**src/rtl/demux_rr_scheduler.sv**
```systemverilog
// rtl/demux_rr_scheduler.sv - round-robin owner scheduler driving a 2-to-4 demux
//
// Shares one 2-to-4 demultiplexer among four requesters. An owner keeps the
// path for at most BURST_LEN beats, then a GAP_CYCLES guard gap follows
// before the next arbitration. The owner that just finished gets the lowest
// priority at the next arbitration.
//
// Ports:
//   clk       in   clock, all state changes on the rising edge
//   reset     in   synchronous, active-high
//   req[3:0]  in   level requests, one per destination
//   a         out  demux select bit 0 (owner index LSB)
//   b         out  demux select bit 1 (owner index MSB)
//   enable    out  demux enable, high only while a burst is granted
//   grant     out  one-hot owner while enable=1, otherwise 0
//   busy      out  high during a burst or its guard gap
//   beat_cnt  out  beats completed in the current burst, 0 outside a burst
module demux_rr_scheduler #(
  parameter int BURST_LEN  = 4,
  parameter int GAP_CYCLES = 1
) (
  input  logic       clk,
  input  logic       reset,
  input  logic [3:0] req,
  output logic       a,
  output logic       b,
  output logic       enable,
  output logic [3:0] grant,
  output logic       busy,
  output logic [7:0] beat_cnt
);

  typedef enum logic [1:0] {IDLE, GRANT, GAP} state_t;

  state_t     state;
  logic [1:0] last_owner;
  logic [3:0] gap_cnt;

  logic [1:0] pick_idx;
  logic       pick_found;
  logic [1:0] cand;

  // Search starts just after the previous owner, so the previous owner is
  // visited last (2-bit wrap gives the mod-4 rotation for free).
  always_comb begin
    pick_idx   = last_owner;
    pick_found = 1'b0;
    cand       = last_owner;
    for (int k = 1; k <= 4; k++) begin
      cand = last_owner + 2'(k);
      if (!pick_found && req[cand]) begin
        pick_found = 1'b1;
        pick_idx   = cand;
      end
    end
  end

  always_ff @(posedge clk) begin
    if (reset) begin
      state      <= IDLE;
      a          <= 1'b0;
      b          <= 1'b0;
      enable     <= 1'b0;
      grant      <= 4'b0000;
      busy       <= 1'b0;
      beat_cnt   <= 8'd0;
      last_owner <= 2'd3;
      gap_cnt    <= 4'd0;
    end else begin
      case (state)
        IDLE: begin
          // Select lines hold the previous owner until a new grant.
          if (pick_found) begin
            {b, a}     <= pick_idx;
            last_owner <= pick_idx;
            enable     <= 1'b1;
            grant      <= 4'b0001 << pick_idx;
            busy       <= 1'b1;
            beat_cnt   <= 8'd0;
            state      <= GRANT;
          end
        end

        GRANT: begin
          // Only the owner's request matters here; others wait for IDLE.
          if (req[{b, a}] && (beat_cnt + 8'd1 != 8'(BURST_LEN))) begin
            beat_cnt <= beat_cnt + 8'd1;
          end else begin
            // Burst exhausted or owner released: a/b deliberately untouched.
            enable   <= 1'b0;
            grant    <= 4'b0000;
            beat_cnt <= 8'd0;
            gap_cnt  <= 4'd0;
            state    <= GAP;
          end
        end

        GAP: begin
          if (gap_cnt + 4'd1 == 4'(GAP_CYCLES)) begin
            gap_cnt <= 4'd0;
            busy    <= 1'b0;
            state   <= IDLE;
          end else begin
            gap_cnt <= gap_cnt + 4'd1;
          end
        end

        default: state <= IDLE;
      endcase
    end
  end

endmodule
```
**config.mk**
```make
export PLATFORM = sky130hd
export DESIGN_NAME = demux_rr_scheduler
export DESIGN_NICKNAME = d
export VERILOG_FILES = /design/src/rtl/demux_rr_scheduler.sv
export SDC_FILE = /design/constraint.sdc
export NUM_CORES = 1
export LEC_CHECK = 0
export ABC_AREA = 0
export BUFFER_PORTS_ARGS = -buffer_cell sky130_fd_sc_hd__buf_2
export CORE_AREA = 2 2 55 57
export CTS_CLUSTER_SIZE = 16
export DETAILED_ROUTE_END_ITERATION = 7
export DIE_AREA = 0 0 57 59
export GPL_ROUTABILITY_DRIVEN = 0
export PLACE_DENSITY = 0.78
export SYNTH_ARGS = -nofsm -noshare
export SYNTH_HDL_FRONTEND = slang
export SYNTH_SLANG_ARGS = --single-unit
```
**constraint.sdc**
```tcl
create_clock -name clk -period 1.7 [get_ports clk]
set_input_delay 0.425 -clock clk [delete_from_list [all_inputs] [get_ports clk]]
set_output_delay 0.425 -clock clk [all_outputs]
set_load 0.1 [all_outputs]
```
==> impl_metrics.toml <==
[timing]
rsz0062_at_grt = "yes"
slew_headroom = 0.676
fin_crit_ns = 1.76
setup_viol = 7
finClkSkew_ns = 0.00170
worst_slack_ns = -0.0624
tightest_slew_ns = 0.490
final_hold_viol_count = 0
holdWs_ns = 0.362
final.period_utilization = 1.04
max_freq_mhz = 567
drv_slew = 0

[synth]
yosysUniqueCellTypes = 45
synth_edf_count = 0
ys_seq_area_frac = 0.357
synth_area_leaders = "dfxtp_1 36%, nor2_1 6.4%, o21ai_0 5.2%"
synth_flop_cell = "dfxtp_1"
synthArstFlopShare = 0
netlist_instances = 170
syn-num-nets = 180
yosysWarningCount = 0
synth_area_leader_cell = "dfxtp_1"
synth_top_area_share = 0.357
syn_avg_cell_area_sq_um = 7.92
netlist_area_sq_mm = 0.00135
synth_seq_cells = 24

[clock_tree]
clock-root-buffer = "clkbuf_4"
worst_skew_pair.late_latency_ns = 0.32
numClockSinks = 24
clk_pin_slew_worst_paths_ns = 0.14
h-tree-depth = 1
ctsHoldBuffers = 0
cts_buffers = 3
cts_buffer_depth = 2
cts_tree = "yes"

[final_layout]
final_layout_size_suffix_gt1_frac = 0.353
instances_no_fill = 238
syn_to_final_growth_pct = 36.1
diodes = 0
nets = 218
layout_common_cells = "23 x nor2_1, 20 x buf_4, 18 x buf_2"
layout_commonest_cell = "nor2_1"

[min_path]
min_from = "reset"
whs_endpoint = "gap_cnt[3]$_SDFFE_PP0P_"
hold_class = "in2reg"
hold_depth = 2

[setup_path]
worstPathArrival_ns = 2.03
cp_cell_sequence = "mux4_2 > nand3b_1 > buf_6 > or4_4 > a21oi_2"
reg2reg_slack_ns = -0.06
end_kind = "flip-flop"
critPathMaxFanout = 4
critPathKind = "reg2reg"
required_ns = 1.97
worstReg2RegStart = "a$_SDFFE_PP0P_"
slowest_delay_ns = 0.47
cp_top_family = "simple AND/OR/NAND/NOR gates"
critPathBufInv = 1
r2r_end = "beat_cnt[6]$_SDFFE_PP0P_"
slowest_stage = "or4_4"
crit_path_start_kind = "flip-flop"
rr_worst_depth = 5

[detailed_routing]
drtIter0Drc = 39
wl_met2_mm = 2.01
drc = 0
met1_length_mm = 1.52
ant_nets = 0
num_vias = 1463
wl_mm = 3.83
viasPerCell = 6.15
dr.pass1.iters = 4
wl_per_cell_um = 16.1
top_layer = "met4"
wl_met3_um = 233

[global_routing]
track_usage = 0.235
grt_pass1_vias = 1370
antenna_found_initial = 0
grt_pass1_wl_mm = 6.11
grt-ovfl-total = 0
grt_start_max_net_pins = 18

[placement]
dp_hpwl_mm = 2.58
dp_cells = 230
place_ws_ns = -0.249
port_buffers = 21

[die]
design.core.area_sq_mm = 0.00271
num_io_pins = 22
die_h_um = 59
fp.dieW_um = 57
num_rows = 19
dieArea_sq_mm = 0.00336
initial_utilization = 0.497

[run_status]
violations = "negative setup slack"
status = "finished with violations"

[power_and_ir_drop]
peakVddDrop_uv = 786
cellLeakagePower_nw = 0.731
finalPower_mw = 1.67
powerDensity_mw_per_mm2 = 910

[job]
drv_cap = 0
==> repair_timing <==
action                     4_1_cts  5_1_grt
setup endpoints to repair       12       20
pin swaps                        3        9
setup buffers                    0        3
resized for setup                4       16
cloned                           1        0
==> per-layer routing <==
metal / global-route usage / up-vias
met5: 0 / -
met4: 0.130 / 0
met3: 0.0349 / 10
met2: 0.420 / 62
met1: 0.269 / 696
li1: - / 695
==> sequential cells by signal, summed over array words and instances (netlist names) <==
name        flops
grant           4
last_owner      2
beat_cnt        8
state           2
b               1
gap_cnt         4
enable          1
a               1
busy            1
==> cell usage after synthesis (2+ instances only) <==
| cell | count |
|---|---|
| dfxtp_1 | 24 |
| nor2_1 | 23 |
| nand2_1 | 16 |
| o21ai_0 | 14 |
| a21oi_1 | 10 |
| nand3_1 | 8 |
| inv_1 | 6 |
| nor3_1 | 6 |
| clkbuf_1 | 5 |
| nand4_1 | 5 |
| a31oi_1 | 4 |
| ha_1 | 4 |
| or3_1 | 4 |
| a21o_1 | 3 |
| buf_6 | 2 |
| mux2i_1 | 2 |
| nand2b_1 | 2 |
| nand3b_1 | 2 |
| o22ai_1 | 2 |
| o32ai_1 | 2 |
| xor2_1 | 2 |
==> worst max path at each step <==
stage / start / end / slack [ns] / cells past startpoint
5_1_grt: a$_SDFFE_PP0P_ / beat_cnt[3]$_SDFFE_PP0P_ / -0.14 / 6
2_1_floorplan: beat_cnt[5]$_SDFFE_PP0P_ / grant[3]$_SDFFE_PP0P_ / -0.09 / 7
3_5_place_dp: req[3] / grant[2]$_SDFFE_PP0P_ / -0.25 / 6
4_1_cts: a$_SDFFE_PP0P_ / beat_cnt[6]$_SDFFE_PP0P_ / -0.07 / 5
6_report: a$_SDFFE_PP0P_ / beat_cnt[6]$_SDFFE_PP0P_ / -0.06 / 5
3_3_place_gp: req[3] / beat_cnt[2]$_SDFFE_PP0P_ / -0.14 / 6
==> layout make-up <==
class	count	area, sq um
clock buffer	3	22.5
clock inverter	1	30.0
fill	220	878
inverter	6	22.5
multi-input combinational	131	916
sequential	24	515
tap	31	38.8
timing repair buffer	42	287
==> where the power goes <==
group	total, mW	internal (mW)	leakage, nW	switching, mW
sequential	0.647	0.604	0.203	0.0431
combinational	0.596	0.169	0.500	0.427
clock	0.423	0.238	0.0279	0.185
total	1.67	1.01	0.731	0.655
==> cells by family (layout without fill, tap and decap cells) <==
family	Yosys count	count (layout)	share of synthesized area
xor+xnor	3	3	0.0195
compound gates	45	46	0.217
mux	3	3	0.0316
flops	24	24	0.357
fa+ha+maj	4	4	0.0372
simple gates	75	75	0.277
buf+inv	16	52	0.0604
==> per-stage QoR <==
step	area, sq um	setup TNS (ns)	util
4_1_cts	1740	-0.0709	0.641
5_1_grt	1830	-1.03	0.676
3_3_place_gp	1650	-0.920	0.608
2_1_floorplan	1430	-0.924	-
6_report	1830	-0.257	0.676
3_5_place_dp	1650	-1.80	0.608
Note: power is estimated with default switching activity, not from simulation.
